### src/rtl/risc_pkg.sv
// Shared types and constants for the multi-cycle RISC control unit.
// Contents: FSM state enum, opcode constants, ALU-op and PC-source
// encodings, and the opcode class enum produced by risc_op_class.
package risc_pkg;

    typedef enum logic [2:0] {
        FETCH,
        DECODE,
        EXEC,
        MEM,
        WB,
        BRANCH,
        JUMP
    } mc_state_t;

    typedef enum logic [2:0] {
        LW,
        SW,
        DP,
        BEQ,
        BNE,
        JMP,
        ILL
    } op_class_t;

    // Opcode map; 0010..1001 is the data-processing range, 1010 and
    // 1110..1111 are unassigned.
    localparam logic [3:0] OP_LW    = 4'b0000;
    localparam logic [3:0] OP_SW    = 4'b0001;
    localparam logic [3:0] OP_DP_LO = 4'b0010;
    localparam logic [3:0] OP_DP_HI = 4'b1001;
    localparam logic [3:0] OP_BEQ   = 4'b1011;
    localparam logic [3:0] OP_BNE   = 4'b1100;
    localparam logic [3:0] OP_JMP   = 4'b1101;

    localparam logic [1:0] ALU_FUNCT = 2'b00;
    localparam logic [1:0] ALU_SUB   = 2'b01;
    localparam logic [1:0] ALU_ADD   = 2'b10;

    localparam logic [1:0] PC_PLUS1  = 2'b00;
    localparam logic [1:0] PC_BRANCH = 2'b01;
    localparam logic [1:0] PC_JUMP   = 2'b10;

    // Width of the MEM-state wait counter; covers any 16-bit MEM_TIMEOUT.
    localparam int WAIT_W = 16;

endpackage

### src/rtl/risc_mc_control_if.sv
// Bus bundle between the control unit and the datapath / memories.
// master: the control unit (receives opcode, memory handshakes, zero flag;
//         drives strobes, datapath controls, event pulses, instr_count).
// slave : the datapath side (the reverse directions).
interface risc_mc_control_if #(
    parameter int OPCODE_W = 4,
    parameter int CNT_W    = 16
);
    logic [OPCODE_W-1:0] opcode;
    logic                imem_valid;
    logic                dmem_ready;
    logic                zero;

    logic                imem_req;
    logic                ir_load;
    logic                pc_write;
    logic [1:0]          pc_src;
    logic [1:0]          alu_op;
    logic                alu_src;
    logic                dest_reg;
    logic                mem_to_reg;
    logic                reg_write;
    logic                ram_read;
    logic                write_enable;
    logic                retire;
    logic                illegal;
    logic                bus_error;
    logic [CNT_W-1:0]    instr_count;

    modport master (
        input  opcode, imem_valid, dmem_ready, zero,
        output imem_req, ir_load, pc_write, pc_src, alu_op, alu_src,
               dest_reg, mem_to_reg, reg_write, ram_read, write_enable,
               retire, illegal, bus_error, instr_count
    );

    modport slave (
        output opcode, imem_valid, dmem_ready, zero,
        input  imem_req, ir_load, pc_write, pc_src, alu_op, alu_src,
               dest_reg, mem_to_reg, reg_write, ram_read, write_enable,
               retire, illegal, bus_error, instr_count
    );
endinterface

### src/rtl/risc_op_class.sv
// Combinational opcode classifier.
// Ports: opcode (in, OPCODE_W) -> op_class (out, op_class_t).
// Unassigned opcodes map to ILL when ILLEGAL_TRAP != 0, else to DP.
module risc_op_class
    import risc_pkg::*;
#(
    parameter int OPCODE_W     = 4,
    parameter int ILLEGAL_TRAP = 1
) (
    input  logic [OPCODE_W-1:0] opcode,
    output op_class_t           op_class
);

    always_comb begin
        // NOTE: assign a default before any branch; a path that leaves the
        // output unassigned would infer a latch.
        op_class = (ILLEGAL_TRAP != 0) ? ILL : DP;
        if (opcode == OPCODE_W'(OP_LW))
            op_class = LW;
        else if (opcode == OPCODE_W'(OP_SW))
            op_class = SW;
        else if (opcode >= OPCODE_W'(OP_DP_LO) && opcode <= OPCODE_W'(OP_DP_HI))
            op_class = DP;
        else if (opcode == OPCODE_W'(OP_BEQ))
            op_class = BEQ;
        else if (opcode == OPCODE_W'(OP_BNE))
            op_class = BNE;
        else if (opcode == OPCODE_W'(OP_JMP))
            op_class = JMP;
    end

endmodule

### src/rtl/risc_mc_control.sv
// Multi-cycle control unit: sequences each instruction through
// FETCH/DECODE/EXEC/MEM/WB (or BRANCH/JUMP), waits on imem_valid and
// dmem_ready, aborts stalled MEM accesses after MEM_TIMEOUT cycles, and
// counts retired instructions.
// Ports: clk, reset (sync, active-high), bus (risc_mc_control_if.master).
module risc_mc_control
    import risc_pkg::*;
#(
    parameter int OPCODE_W     = 4,
    parameter int ILLEGAL_TRAP = 1,
    parameter int MEM_TIMEOUT  = 16,
    parameter int CNT_W        = 16
) (
    input  logic                  clk,
    input  logic                  reset,
    risc_mc_control_if.master     bus
);

    mc_state_t           state_q, state_d;
    logic [OPCODE_W-1:0] opcode_q, opcode_d;
    logic [WAIT_W-1:0]   wait_cnt_q, wait_cnt_d;
    logic [CNT_W-1:0]    cnt_q, cnt_d;
    op_class_t           op_class;
    logic                timeout_hit;

    logic       imem_req, ir_load, pc_write, alu_src, dest_reg, mem_to_reg;
    logic       reg_write, ram_read, write_enable, retire, illegal, bus_error;
    logic [1:0] pc_src, alu_op;

    // Every post-fetch decision uses the latched opcode, never the live input.
    risc_op_class #(
        .OPCODE_W     (OPCODE_W),
        .ILLEGAL_TRAP (ILLEGAL_TRAP)
    ) u_op_class (
        .opcode   (opcode_q),
        .op_class (op_class)
    );

    assign timeout_hit = (MEM_TIMEOUT != 0) &&
                         (wait_cnt_q == WAIT_W'(MEM_TIMEOUT - 1));

    always_comb begin
        state_d      = state_q;
        opcode_d     = opcode_q;
        wait_cnt_d   = wait_cnt_q;
        imem_req     = 1'b0;
        ir_load      = 1'b0;
        pc_write     = 1'b0;
        pc_src       = PC_PLUS1;
        alu_op       = ALU_FUNCT;
        alu_src      = 1'b0;
        dest_reg     = 1'b0;
        mem_to_reg   = 1'b0;
        reg_write    = 1'b0;
        ram_read     = 1'b0;
        write_enable = 1'b0;
        retire       = 1'b0;
        illegal      = 1'b0;
        bus_error    = 1'b0;

        // Outputs are forced low for the whole reset cycle, so an access in
        // flight is dropped immediately rather than at the next edge.
        if (!reset) begin
            case (state_q)
                FETCH: begin
                    imem_req = 1'b1;
                    if (bus.imem_valid) begin
                        ir_load  = 1'b1;
                        pc_write = 1'b1;
                        opcode_d = bus.opcode;
                        state_d  = DECODE;
                    end
                end
                DECODE: begin
                    case (op_class)
                        LW, SW, DP: state_d = EXEC;
                        BEQ, BNE:   state_d = BRANCH;
                        JMP:        state_d = JUMP;
                        default: begin
                            illegal = 1'b1;
                            retire  = 1'b1;
                            state_d = FETCH;
                        end
                    endcase
                end
                EXEC: begin
                    if (op_class == LW || op_class == SW) begin
                        alu_op     = ALU_ADD;
                        alu_src    = 1'b1;
                        wait_cnt_d = '0;
                        state_d    = MEM;
                    end else begin
                        state_d = WB;
                    end
                end
                MEM: begin
                    alu_op       = ALU_ADD;
                    alu_src      = 1'b1;
                    ram_read     = (op_class == LW);
                    write_enable = (op_class == SW);
                    // A late dmem_ready in the timeout cycle still completes.
                    if (bus.dmem_ready) begin
                        if (op_class == LW) begin
                            state_d = WB;
                        end else begin
                            retire  = 1'b1;
                            state_d = FETCH;
                        end
                    end else if (timeout_hit) begin
                        bus_error = 1'b1;
                        state_d   = FETCH;
                    end else begin
                        wait_cnt_d = wait_cnt_q + WAIT_W'(1);
                    end
                end
                WB: begin
                    reg_write  = 1'b1;
                    dest_reg   = (op_class == DP);
                    mem_to_reg = (op_class == LW);
                    retire     = 1'b1;
                    state_d    = FETCH;
                end
                BRANCH: begin
                    alu_op   = ALU_SUB;
                    pc_src   = PC_BRANCH;
                    pc_write = (op_class == BEQ &&  bus.zero) ||
                               (op_class == BNE && !bus.zero);
                    retire   = 1'b1;
                    state_d  = FETCH;
                end
                JUMP: begin
                    pc_write = 1'b1;
                    pc_src   = PC_JUMP;
                    retire   = 1'b1;
                    state_d  = FETCH;
                end
                default: state_d = FETCH;
            endcase
        end

        cnt_d = cnt_q + CNT_W'(retire);
    end

    always_ff @(posedge clk) begin
        // NOTE: non-blocking assignments so every flop samples pre-edge values.
        if (reset) begin
            state_q    <= FETCH;
            opcode_q   <= '0;
            wait_cnt_q <= '0;
            cnt_q      <= '0;
        end else begin
            state_q    <= state_d;
            opcode_q   <= opcode_d;
            wait_cnt_q <= wait_cnt_d;
            cnt_q      <= cnt_d;
        end
    end

    assign bus.imem_req     = imem_req;
    assign bus.ir_load      = ir_load;
    assign bus.pc_write     = pc_write;
    assign bus.pc_src       = pc_src;
    assign bus.alu_op       = alu_op;
    assign bus.alu_src      = alu_src;
    assign bus.dest_reg     = dest_reg;
    assign bus.mem_to_reg   = mem_to_reg;
    assign bus.reg_write    = reg_write;
    assign bus.ram_read     = ram_read;
    assign bus.write_enable = write_enable;
    assign bus.retire       = retire;
    assign bus.illegal      = illegal;
    assign bus.bus_error    = bus_error;
    assign bus.instr_count  = reset ? '0 : cnt_q;

endmodule

### src/flat_wrapper.sv
// flat-port wrapper written by rule: the top's interface ports become plain ports
module risc_mc_control_flat import risc_pkg::*;
#(
    parameter int OPCODE_W     = 4,
    parameter int ILLEGAL_TRAP = 1,
    parameter int MEM_TIMEOUT  = 16,
    parameter int CNT_W        = 16
)
  (clk, reset, bus_opcode, bus_imem_valid, bus_dmem_ready, bus_zero, bus_imem_req, bus_ir_load, bus_pc_write, bus_pc_src, bus_alu_op, bus_alu_src, bus_dest_reg, bus_mem_to_reg, bus_reg_write, bus_ram_read, bus_write_enable, bus_retire, bus_illegal, bus_bus_error, bus_instr_count);
  risc_mc_control_if #(.OPCODE_W(OPCODE_W), .CNT_W(CNT_W)) bus_i ();
  input  logic clk;
  input  logic reset;
  input wire logic [$bits(bus_i.opcode)-1:0] bus_opcode;
  input wire logic [$bits(bus_i.imem_valid)-1:0] bus_imem_valid;
  input wire logic [$bits(bus_i.dmem_ready)-1:0] bus_dmem_ready;
  input wire logic [$bits(bus_i.zero)-1:0] bus_zero;
  output wire logic [$bits(bus_i.imem_req)-1:0] bus_imem_req;
  output wire logic [$bits(bus_i.ir_load)-1:0] bus_ir_load;
  output wire logic [$bits(bus_i.pc_write)-1:0] bus_pc_write;
  output wire logic [$bits(bus_i.pc_src)-1:0] bus_pc_src;
  output wire logic [$bits(bus_i.alu_op)-1:0] bus_alu_op;
  output wire logic [$bits(bus_i.alu_src)-1:0] bus_alu_src;
  output wire logic [$bits(bus_i.dest_reg)-1:0] bus_dest_reg;
  output wire logic [$bits(bus_i.mem_to_reg)-1:0] bus_mem_to_reg;
  output wire logic [$bits(bus_i.reg_write)-1:0] bus_reg_write;
  output wire logic [$bits(bus_i.ram_read)-1:0] bus_ram_read;
  output wire logic [$bits(bus_i.write_enable)-1:0] bus_write_enable;
  output wire logic [$bits(bus_i.retire)-1:0] bus_retire;
  output wire logic [$bits(bus_i.illegal)-1:0] bus_illegal;
  output wire logic [$bits(bus_i.bus_error)-1:0] bus_bus_error;
  output wire logic [$bits(bus_i.instr_count)-1:0] bus_instr_count;
  assign bus_i.opcode = bus_opcode;
  assign bus_i.imem_valid = bus_imem_valid;
  assign bus_i.dmem_ready = bus_dmem_ready;
  assign bus_i.zero = bus_zero;
  assign bus_imem_req = bus_i.imem_req;
  assign bus_ir_load = bus_i.ir_load;
  assign bus_pc_write = bus_i.pc_write;
  assign bus_pc_src = bus_i.pc_src;
  assign bus_alu_op = bus_i.alu_op;
  assign bus_alu_src = bus_i.alu_src;
  assign bus_dest_reg = bus_i.dest_reg;
  assign bus_mem_to_reg = bus_i.mem_to_reg;
  assign bus_reg_write = bus_i.reg_write;
  assign bus_ram_read = bus_i.ram_read;
  assign bus_write_enable = bus_i.write_enable;
  assign bus_retire = bus_i.retire;
  assign bus_illegal = bus_i.illegal;
  assign bus_bus_error = bus_i.bus_error;
  assign bus_instr_count = bus_i.instr_count;
  risc_mc_control #(.OPCODE_W(OPCODE_W), .ILLEGAL_TRAP(ILLEGAL_TRAP), .MEM_TIMEOUT(MEM_TIMEOUT), .CNT_W(CNT_W)) u_core (.clk(clk), .reset(reset), .bus(bus_i));
endmodule
### config.mk
export PLATFORM = sky130hd
export DESIGN_NAME = risc_mc_control_flat
export DESIGN_NICKNAME = d
export VERILOG_FILES = /design/src/rtl/risc_pkg.sv /design/src/rtl/risc_mc_control_if.sv /design/src/rtl/risc_op_class.sv /design/src/rtl/risc_mc_control.sv /design/src/flat_wrapper.sv
export SDC_FILE = /design/constraint.sdc
export NUM_CORES = 1
export LEC_CHECK = 0
export CORE_MARGIN = 1.5
export CORE_UTILIZATION = 45
export CTS_BUF_LIST = sky130_fd_sc_hd__clkbuf_4 sky130_fd_sc_hd__clkbuf_8
export DETAILED_ROUTE_END_ITERATION = 10
export PLACE_DENSITY = 0.7
export SLEW_MARGIN = 20
export SYNTH_ARGS = -nofsm -noshare
export SYNTH_HDL_FRONTEND = slang
export SYNTH_SLANG_ARGS = --single-unit
### constraint.sdc
create_clock -name clk -period 8.21 [get_ports clk]
set_clock_uncertainty 0.15 [all_clocks]
set_input_delay 1.642 -clock clk [delete_from_list [all_inputs] [get_ports clk]]
set_output_delay 1.642 -clock clk [all_outputs]
set_load 0.01 [all_outputs]
# Word-level counts from Yosys, hierarchy flattened
# Index checks and enable logic that the tools add are counted.
# word_totals
reg_bits,39
latch_bits,0
ram_bits,0
romBits,0
out_inout_bits,32
word_cells,100
memories,0
# classes
addsub,2
mul,0
div,0
n_lt_le_gt_ge,2
eq_ne,21
shift,0
muxes,54
n_bitwise,0
reduce_logical,17
# op_table
op,count
16-bit two-way mux,4
16-bit one-hot mux with 2 select lines,1
1-bit two-way mux,28
3-bit two-way mux,9
16-bit by 1-bit adder with 16-bit output,1
16-bit by 1-bit adder with 16-bit output (second input constant),1
16-bit by 4-bit == test with 1-bit output (second input constant),1
3-bit == test (second input constant),5
3-bit by 2-bit == test with 1-bit output (second input constant),4
4-bit == test (second input constant),3
3-bit one-hot mux with 4 select lines,1
2-bit two-way mux,5
3-bit one-hot mux with 3 select lines,1
3-bit by 1-bit == test with 1-bit output (second input constant),2
3-bit zero test,2
2-bit inequality test (second input constant),3
1-bit one-hot mux with 3 select lines,2
2-bit one-hot mux with 3 select lines,1
3-bit OR reduction,2
6-bit OR reduction,1
4-bit by 1-bit == test with 1-bit output (second input constant),1
4-bit by 2-bit >= comparator with 1-bit output (second input constant),1
4-bit <= comparator (second input constant),1
4-bit zero test,1
other kinds (11),15

# Longest topological paths before layout
# Gate-level depths: netlist of the first run.
# logic_depth
depth_word,13
mapped_depth,10

# Cells and area by module
# Synthesis of the first run repeated with hierarchy kept, for this count alone.
# hier_totals
cells_unflattened,272
hier_area_um2,2222.1
# by_module_without_submodules
module,n_inst,cells_per_inst,area_per_inst_um2,seq_area_each_um2
risc_mc_control,1,263,2145.8,780.7
risc_op_class,1,9,76.3,0.0

# Worst setup path after synthesis of the first run
# Ideal clock, no wire load.
# synth_timing
kind,input to output
start,input port reset
end,output port bus_retire
t_arrival_ns,2.577
required_ns,6.418
setup_slack_ns,3.841
stages,4
path_buffers,3
path_cell_list,clkbuf_1 clkbuf_1 buf_1 a21oi_1
# synth_via
elab_chain_cells,1
# synth_rtl
item,line_no,source
"start, declared",flat_wrapper.sv:12,input logic reset;
1-bit two-way mux,risc_mc_control.sv:63,if (!reset) begin
"end, declared",flat_wrapper.sv:28,output wire logic [$bits(bus_i.retire)-1:0] bus_retire;
# Every way passes these cells.

# Final worst setup path of the first run
# layout_timing
start,input port reset
end,output port bus_dest_reg
# layout_via
elab_chain_cells,1
# layout_rtl
item,line_no,source
1-bit two-way mux,risc_mc_control.sv:63,
"end, declared",flat_wrapper.sv:23,output wire logic [$bits(bus_i.dest_reg)-1:0] bus_dest_reg;
# Every way passes these cells.

==> results of run 1 <==
per-layer routing:
layer  global-route usage (%)  routed length (µm)
met1                    26.82                2479
met2                    32.84                2459
met5                        0                   0
met3                    4.607                 186
met4                    6.061                  38
cell type report:
| class | count | share of cell area (%) |
|---|---|---|
| multi-input combinational | 217 | 51.19 |
| sequential | 39 | 27.94 |
| timing repair buffer | 41 | 14.60 |
| tap | 67 | 3.000 |
| clock buffer | 6 | 2.732 |
| inverter | 4 | 0.5374 |
power groups by stage:
| stage | combinational [mW] | clock (mW) | sequential [mW] |
|---|---|---|---|
| 3_3_place_gp | 0.0784 | 0 | 0.215 |
| 4_1_cts | 0.0801 | 0.127 | 0.211 |
| 6_report | 0.0788 | 0.121 | 0.211 |
| 2_1_floorplan | 0.0651 | 0 | 0.204 |
| 5_1_grt | 0.0882 | 0.134 | 0.212 |
| 3_5_place_dp | 0.0796 | 0 | 0.215 |
flip-flops by register name (all words and copies together) (netlist names):
signal             flops
u_core.cnt_q          16
u_core.wait_cnt_q     16
u_core.opcode_q        4
u_core.state_q         3
layout by cell type, fill, tap and decap left out, types with 2 or more instances in the layout:
cell             Yosys  layout
clkdlybuf4s50_1      0      40
dfxtp_1             39      39
nor2_1              24      24
a21oi_1             19      19
nor2b_1             19      19
nand3_1             17      17
nand2_1             15      15
or4_1               13      13
nand2b_1            11      11
nand4_1             10      10
o31ai_1              9       9
mux2i_1              8       8
xor2_1               8       8
o21ai_0              7       7
nor4_1               5       5
clkbuf_8             0       5
and3b_1              4       4
inv_1                4       4
nor3_1               4       4
or3_1                4       4
ha_1                 4       4
and3_1               3       3
a211oi_1             3       3
and4_1               3       3
xnor2_1              3       3
or2_2                2       2
o31a_1               2       2
and2_1               2       2
o22ai_1              2       2
mux2_2               2       2
worst max-delay path, cell delays in order:
cell	delay, ns
clkdlybuf4s50_1	0.87
nand2b_1	0.45
nor3_1	0.21
and3b_1	0.18
clkdlybuf4s50_1	0.53
kinds of logic (layout without fill, tap and decap cells):
family / count (synthesis) / after routing / synth area share [%]
simple gates: 143 / 143 / 37.50
compound gates: 49 / 49 / 14.03
mux: 10 / 10 / 4.476
flops: 39 / 39 / 34.06
xor+xnor: 11 / 11 / 4.203
buf+inv: 20 / 51 / 3.548
fa+ha+maj: 4 / 4 / 2.183
worst min path at each step:
stage / endpoint / slack (ns) / start / cells past startpoint
floorplan: u_core.wait_cnt_q[15]$_SDFFE_PP0P_ / 0.30 / u_core.wait_cnt_q[15]$_SDFFE_PP0P_ / 2
global placement: u_core.wait_cnt_q[15]$_SDFFE_PP0P_ / 0.31 / u_core.wait_cnt_q[15]$_SDFFE_PP0P_ / 2
detailed placement: u_core.wait_cnt_q[15]$_SDFFE_PP0P_ / 0.33 / u_core.wait_cnt_q[15]$_SDFFE_PP0P_ / 2
CTS: u_core.wait_cnt_q[15]$_SDFFE_PP0P_ / 0.35 / u_core.wait_cnt_q[15]$_SDFFE_PP0P_ / 2
global route: u_core.wait_cnt_q[15]$_SDFFE_PP0P_ / 0.37 / u_core.wait_cnt_q[15]$_SDFFE_PP0P_ / 2
finish: u_core.wait_cnt_q[15]$_SDFFE_PP0P_ / 0.34 / u_core.wait_cnt_q[15]$_SDFFE_PP0P_ / 2
metrics by stage:
stage	area, µm²	utilization (%)
4_1_cts	2794	58.00
6_report	2794	58.00
2_1_floorplan	2292	-
3_5_place_dp	2718	56.42
5_1_grt	2794	58.00
3_3_place_gp	2718	56.42
==> run summary, run 1 <==
Status - finished, final reports clean
Worst Tran Pin Value - 0.9430 ns
RSZ-0062 raised after global routing - false
Total net switching power - 0.1199 mW
Net Count, Synth - 289
CTS resizes - 0
Die X - 74.37 µm
Max-Cap Viols - 0
CTS tree - yes
Inst Count DP - 368
Worst setup path class - input pin to output port
Area contributors post-synth - dfxtp_1 (34%), nor2b_1 (5.2%), or4_1 (4.3%)
Via count - 2,094
Switching share of power - 29.21%
CP startpoint - reset
Slew margin rel. - 37.08%
Final setup vio count - 0
Comb pwr share - 19.2%
Nets@finish - 321
Count of state elements after synthesis - 39
Reg clk slew, reported paths - 0.07 ns
Power Density - 146.9 nW/µm²
Post-synth top flop - dfxtp_1
Cells after Synth - 276
Crit end category - output port
Detailed-route wire length - 5164 µm
Max Buffers Root-to-Sink - 2
CTS root buffer - clkbuf_8
Worst skew pair latency - 0.29 ns
Hold_ws - 0.3394 ns
DIE AREA - 5531 µm²
CTS Hold Bufs - 0
Clock share of power - 29.4%
Worst reg2reg setup slack - 5.08 ns
Internal power - 0.2905 mW
Initial antenna violation count - 0
Post-DR wirelength/cell - 13.81 µm
Routed Antenna Nets - 0
Reg area - 780.7 µm²
Chip height - 74.37 µm
Area of the core - 4817 µm²
Fill count - 454
Layout cell share with drive strength beyond 1 - 6.189%
Synth top cells by count - dfxtp_1 (39), nor2_1 (24), a21oi_1 (19), nor2b_1 (19), nand3_1 (17)
Hold Vio Cnt, Final - 0
Clock Sinks - 39
Worst-path fanout max - 28
Final period utilization - 69.21%
TritonCTS buffer count - 5
Vias/cell - 5.599
Post-CTS Setup Bufs - 0
Critical path capture point - bus_dest_reg
TNS Setup - 0 ns
IO Pins - 41
Req. time, crit path - 6.42 ns
Routability congestion estimate from global placement - 0.8128
Num rows - 25
Sequential area share after synthesis - 34.06%
Synth-to-layout area growth - 21.89%
HP Class - flop to flop
DRT Pass-1 Iters - 4
Static Leak - 0.9578 nW
Syn_area_per_cell - 8.305 µm²
R2R depth - 9
Post-synth EDFFs - 0
Pin count of the biggest net entering global routing - 29
IO buf count - 40
Non-filler cells, final - 374
Pre-CTS setup slack - 2.464 ns
CTS H-tree lvls - 2
Final min period - 5.682 ns
GR Overflow Total - 0
ANT cells - 0
Worst r2r src - u_core.state_q[0]$_SDFFE_PP0P_
Distinct cells, synth - 45
R2R Path End - u_core.cnt_q[15]$_SDFF_PP0_
Crit path arrival time - 3.89 ns
Final Max Slew Viols - 0
Post-route DRC - 0
Max Freq - 176.0 MHz
First-pass GRT wire length - 8749 µm
Crit path setup slack, layout - 2.528 ns
Post-DP HPWL - 3728 µm
Area of the multi-input gates - 1430 µm²
Seq pwr share - 51.4%
Worst VDD drop - 0.00009115 V
Vias in the first global route - 1,912
Async S/R FF share, synth - 0%
Synth Warn # - 0
Post-Syn Area - 2292 µm²
Initial Util - 47.58%
Post-synth top area share - 34.06%
Overall Global Routing Usage - 20.21%
Overall power - 0.4104 mW
Top-count cell post-synth - dfxtp_1
Iter 0 DRT Violations - 163
Synth area leader - dfxtp_1
Startpoint Class - input pin
Power figures use the tool's default switching activity.
==> inputs of run 2 (changes only) <==
--- a/config.mk
+++ b/config.mk
@@ -9,7 +9,7 @@
 export CORE_UTILIZATION = 45
 export CTS_BUF_LIST = sky130_fd_sc_hd__clkbuf_4 sky130_fd_sc_hd__clkbuf_8
 export DETAILED_ROUTE_END_ITERATION = 10
-export PLACE_DENSITY = 0.7
+export PLACE_DENSITY = 0.73
 export SLEW_MARGIN = 20
 export SYNTH_ARGS = -nofsm -noshare
 export SYNTH_HDL_FRONTEND = slang
==> constraint.sdc (replaced) <==
create_clock -name clk -period 4.93 [get_ports clk]
set_clock_uncertainty 0.15 [all_clocks]
set_input_delay 0.986 -clock clk [delete_from_list [all_inputs] [get_ports clk]]
set_output_delay 0.986 -clock clk [all_outputs]
set_load 0.01 [all_outputs]
==> run 2 against run 1 <==
Net effect:
- sequential power is 66% higher
- flip-flop and latch count stayed put
- largest cell class unchanged
- via count is 1.3% higher
- sequential share of layout area is 0.11 points lower
- setup slack worse by 1.6 ns
- critical endpoint unchanged
- die area stayed put
- global-route usage is 1.1 points lower
- final cell count is 0.27% higher
==> run summary, run 2 (synthesis gave the netlist of run 1 again) <==
GR Overflow Total - 0
Crit path setup slack, layout - 0.9067 ns
Routability congestion estimate from global placement - 0.8430
Commonest non-fill, non-tap cells in the layout - clkdlybuf4s50_1 (40), dfxtp_1 (39), nor2_1 (24)
IO Pins - 41
Area post-placement - 2718 µm²
Final min period - 4.023 ns
RSZ-0062 raised after global routing - false
IO buf count - 40
Crit end category - output port
Layout cell share with drive strength beyond 1 - 6.494%
Req. time, crit path - 3.79 ns
ANT cells - 0
Max Buffers Root-to-Sink - 2
Non-filler cells, final - 375
CTS root buffer - clkbuf_8
DIE AREA - 5531 µm²
Vias/cell - 5.659
Overall Global Routing Usage - 19.14%
Pre-CTS setup slack - 0.9308 ns
Post-route DRC - 0
Worst-path fanout max - 15
Area of the core - 4817 µm²
Num rows - 25
Fill count - 473
HP Class - flop to flop
Post-DP HPWL - 3603 µm
Hold Vio Cnt, Final - 0
Synth-to-layout area growth - 22.38%
Status - finished, final reports clean
Util after Layout - 58.23%
Reg area - 780.7 µm²
DRT Pass-1 Iters - 4
Iter 0 DRT Violations - 134
Post-DR wirelength/cell - 13.33 µm
Startpoint Class - input pin
Final period utilization - 81.61%
Commonest non-fill, non-tap cell in the layout - clkdlybuf4s50_1
Die X - 74.37 µm
Final setup vio count - 0
CTS resizes - 0
Pin count of the biggest net entering global routing - 38
Slew margin rel. - 31.80%
Power Density - 248.7 nW/µm²
Chip height - 74.37 µm
Top Registers - u_core.cnt_q x16, u_core.wait_cnt_q x16, u_core.opcode_q x4
Reg clk slew, reported paths - 0.07 ns
Inst Count DP - 368
Finished layout cell area - 2805 µm²
Worst Tran Pin Value - 1.022 ns
Nets@finish - 321
Area of the multi-input gates - 1430 µm²
Worst setup path class - input pin to output port
Initial Util - 47.58%
Worst VDD drop - 0.0001399 V
First-pass GRT wire length - 8169 µm
Post-CTS Setup Bufs - 0
CTS Hold Bufs - 0
TNS Setup - 0 ns
Detailed-route wire length - 5000 µm
Clock Sinks - 39
Vias in the first global route - 1,780
Static Leak - 0.9643 nW
Routed Antenna Nets - 0
Final Max Slew Viols - 0
Initial antenna violation count - 0
Crit path arrival time - 2.89 ns
Via count - 2,122
CTS H-tree lvls - 2
Max-Cap Viols - 0
Worst skew pair latency - 0.29 ns
CTS tree - yes
TritonCTS buffer count - 5
Max Freq - 248.6 MHz
## run 2: cell types whose count changed in the layout (fill, tap and decap cells not counted), sizes merged
cell,change
clkinv,+1
## run 2: per-layer routing
layer	wire, µm	GRT usage [%]	share of wire (%)	vias up
li1	-	-	-	1072
met1	2400	26.35	48	1002
met2	2330	29.07	47	43
met3	219	4.878	4.4	5
met4	50	6.869	1.0	0
met5	0	0	0	-
## run 2: cell type report
type,instances,share of cell area (%)
clock buffers,6,2.944
clock inverters,1,0.1784
inverters,4,0.5352
multi-input cells,217,50.98
flip-flops and latches,39,27.83
well taps,67,2.988
repair buffers,41,14.54
## run 2: worst max-delay path, stage by stage
cell	delay, ns
clkdlybuf4s50_1	0.64
nand2b_1	0.34
nor3_1	0.21
and3b_1	0.18
clkdlybuf4s50_1	0.53
## run 2: power by group
group	leakage [nW]	switching [mW]	internal [mW]
sequential	0.315	0.0258	0.324
clock	0.0470	0.105	0.110
combinational	0.602	0.0731	0.0602
total	0.964	0.204	0.494
## run 2: final timing paths
check / depth (start not counted) / slack, ns / endpoint / from
setup / recovery: 5 / 0.91 / bus_dest_reg / reset
hold / removal: 2 / 0.34 / u_core.wait_cnt_q[15]$_SDFFE_PP0P_ / u_core.wait_cnt_q[15]$_SDFFE_PP0P_
setup reg to reg: 9 / 1.87 / u_core.cnt_q[14]$_SDFF_PP0_ / u_core.state_q[0]$_SDFFE_PP0P_
hold reg to reg: 2 / 0.34 / u_core.wait_cnt_q[15]$_SDFFE_PP0P_ / u_core.wait_cnt_q[15]$_SDFFE_PP0P_
## run 2: per-stage QoR
| step | hold slack, ns | power (mW) |
|---|---|---|
| final | 0.3391 | 0.6977 |
| after global routing | 0.3714 | 0.7341 |
| after CTS | 0.3425 | 0.7055 |
| after detailed placement | 0.3216 | 0.4894 |
| after global placement | 0.3225 | 0.4887 |
| after floorplan | 0.2963 | 0.4478 |
==> inputs of run 3 (changes only) <==
==> constraint.sdc (replaced) <==
create_clock -name clk -period 3.35 [get_ports clk]
set_clock_uncertainty 0.15 [all_clocks]
set_input_delay 0.67 -clock clk [delete_from_list [all_inputs] [get_ports clk]]
set_output_delay 0.67 -clock clk [all_outputs]
set_load 0.01 [all_outputs]
==> run 3 against run 2 <==
Net effect:
- die area unchanged
- global-route usage grew 0.77 points
- register-to-register slack lost 1.4 ns
- count of clock-buffer cells in the layout did not move
- combinational power grew 58%
- via count grew 0.47%
- setup slack worse by 0.77 ns
- non-clock buffer count rose by 4
- flip-flop and latch count unchanged
- utilization is 1.9 points higher
- critical path type unchanged
- largest power group unchanged
==> run summary, run 3 (synthesis gave the netlist of run 1 again) <==
Vias in the first global route - 1,888
HP Class - flop to flop
Via count - 2,132
Inst Count DP - 372
Met2 WL post-DR - 2391 µm
Critical Path Most Common Cell - clkdlybuf4s50_1
CTS root buffer - clkbuf_8
Reg clk slew, reported paths - 0.08 ns
Post-route DRC - 0
Max Used Layer - met4
Post-CTS Setup Bufs - 0
Clock Sinks - 39
Startpoint Class - input pin
Crit end category - output port
Final min period - 3.211 ns
CTS resizes - 0
Final period utilization - 95.84%
Post-DP HPWL - 3761 µm
Worst reg2reg setup slack - 0.50 ns
Layout cell share with drive strength beyond 1 - 7.987%
Worst VDD drop - 0.0002459 V
Slew margin rel. - 33.95%
Area of the core - 4817 µm²
Comb pwr share - 17.6%
CP bufs+invs - 2
Die X - 74.37 µm
Commonest non-fill, non-tap cell in the layout - clkdlybuf4s50_1
Switching share of power - 26.59%
Crit path setup slack, layout - 0.1393 ns
Slowest-stage cell, CP - clkdlybuf4s50_1
CP peak stage delay - 0.53 ns
IO Pins - 41
R2R Path End - u_core.cnt_q[14]$_SDFF_PP0_
Initial Util - 47.58%
ANT cells - 0
Crit path arrival time - 2.39 ns
Detailed-route wire length - 5262 µm
Max-Cap Viols - 0
Iter 0 DRT Violations - 105
GR Overflow Total - 0
Hold Path End - u_core.wait_cnt_q[15]$_SDFFE_PP0P_
Non-filler cells, final - 380
Worst Tran Pin Value - 0.9899 ns
RSZ-0062 raised after global routing - false
Routed Antenna Nets - 0
Final setup vio count - 0
Seq pwr share - 42.7%
Clock share of power - 39.7%
Max Freq - 311.5 MHz
DRT Pass-1 Iters - 4
Status - finished, final reports clean
Max Buffers Root-to-Sink - 2
TNS Setup - 0 ns
Overall power - 1.194 mW
Final Max Slew Viols - 0
Pre-CTS setup slack - 0.1482 ns
Routability congestion estimate from global placement - 0.8230
Worst-path fanout max - 6
Worst skew pair latency - 0.29 ns
Req. time, crit path - 2.53 ns
Hold Vio Cnt, Final - 0
Pin count of the biggest net entering global routing - 38
Chip height - 74.37 µm
Post-DR wirelength/cell - 13.85 µm
R2R depth - 9
Static Leak - 1.011 nW
Power Density - 412.3 nW/µm²
Worst setup path class - input pin to output port
Internal power - 0.8767 mW
DRT met1 WL - 2593 µm
Total net switching power - 0.3175 mW
Met3 wire length - 221 µm
Crit-path cells - clkdlybuf4s50_1, nand2b_1, nor3_1, and3b_1, clkdlybuf4s50_1
First-pass GRT wire length - 8645 µm
CTS tree - yes
Top Registers - u_core.cnt_q x16, u_core.wait_cnt_q x16, u_core.opcode_q x4
IO buf count - 40
Vias/cell - 5.611
Worst r2r src - u_core.opcode_q[1]$_SDFFE_PP0P_
CP delay by family, top - buffers and inverters
Num rows - 25
Overall Global Routing Usage - 19.92%
Commonest non-fill, non-tap cells in the layout - clkdlybuf4s50_1 (40), dfxtp_1 (39), nor2_1 (24)
CTS H-tree lvls - 2
Synth-to-layout area growth - 26.36%
Initial antenna violation count - 0
HP Start - u_core.wait_cnt_q[15]$_SDFFE_PP0P_
Nets@finish - 325
TritonCTS buffer count - 5
Hold depth - 2
DIE AREA - 5531 µm²
CTS Hold Bufs - 0
run 3: changes by cell type in the layout (fill, tap and decap cells not counted), sizes merged:
cell | previous run | this run
buf | 1 | 5
bufinv | 0 | 2
clkinv | 1 | 0
run 3: cell type report:
class                           count  area, µm²
Clock buffer                        6      76.32
Clock inverter                      2      60.06
Fill cell                         442       1921
Inverter                            4      15.01
Timing Repair Buffer               45      450.4
Tap cell                           67      83.83
Multi-Input combinational cell    217       1430
Sequential cell                    39      780.7
run 3: through the flow:
stage | area [µm²] | utilization (%) | hold WS [ns]
global route | 2897 | 60.13 | 0.3533
finish | 2897 | 60.13 | 0.3300
detailed placement | 2760 | 57.30 | 0.3209
floorplan | 2292 | - | 0.2963
CTS | 2897 | 60.13 | 0.3337
global placement | 2760 | 57.30 | 0.3190
run 3: worst max-delay path by stage:
stage | slack [ns] | end | depth (start not counted) | from
2_1_floorplan | 0.41 | u_core.cnt_q[14]$_SDFF_PP0_ | 9 | reset
3_3_place_gp | 0.20 | bus_dest_reg | 5 | reset
3_5_place_dp | 0.15 | bus_dest_reg | 5 | reset
4_1_cts | 0.15 | bus_dest_reg | 5 | reset
5_1_grt | 0.02 | bus_dest_reg | 5 | reset
6_report | 0.14 | bus_dest_reg | 5 | reset
run 3: layer usage:
layer / track usage (%) / vias to the layer above
li1: - / 1084
met1: 27.28 / 998
met2: 31.65 / 43
met3: 4.065 / 7
met4: 6.061 / 0
met5: 0 / -
run 3: worst reg2reg max path: stages, from the launching register on:
cell and delay [ns]:
dfxtp_1 0.53, or4_1 0.28, nand4_1 0.12, a21o_1 0.18, a21oi_1 0.22, ha_1 0.26
ha_1 0.21, nand2_1 0.12, nor4_1 0.30, mux2_2 0.36
run 3: power by group through the flow:
stage	logic [mW]	clock network (mW)	registers [mW]
after floorplan	0.160	0	0.499
after global routing	0.231	0.499	0.514
after global placement	0.206	0	0.520
after CTS	0.209	0.485	0.509
after detailed placement	0.207	0	0.520
final	0.210	0.474	0.510
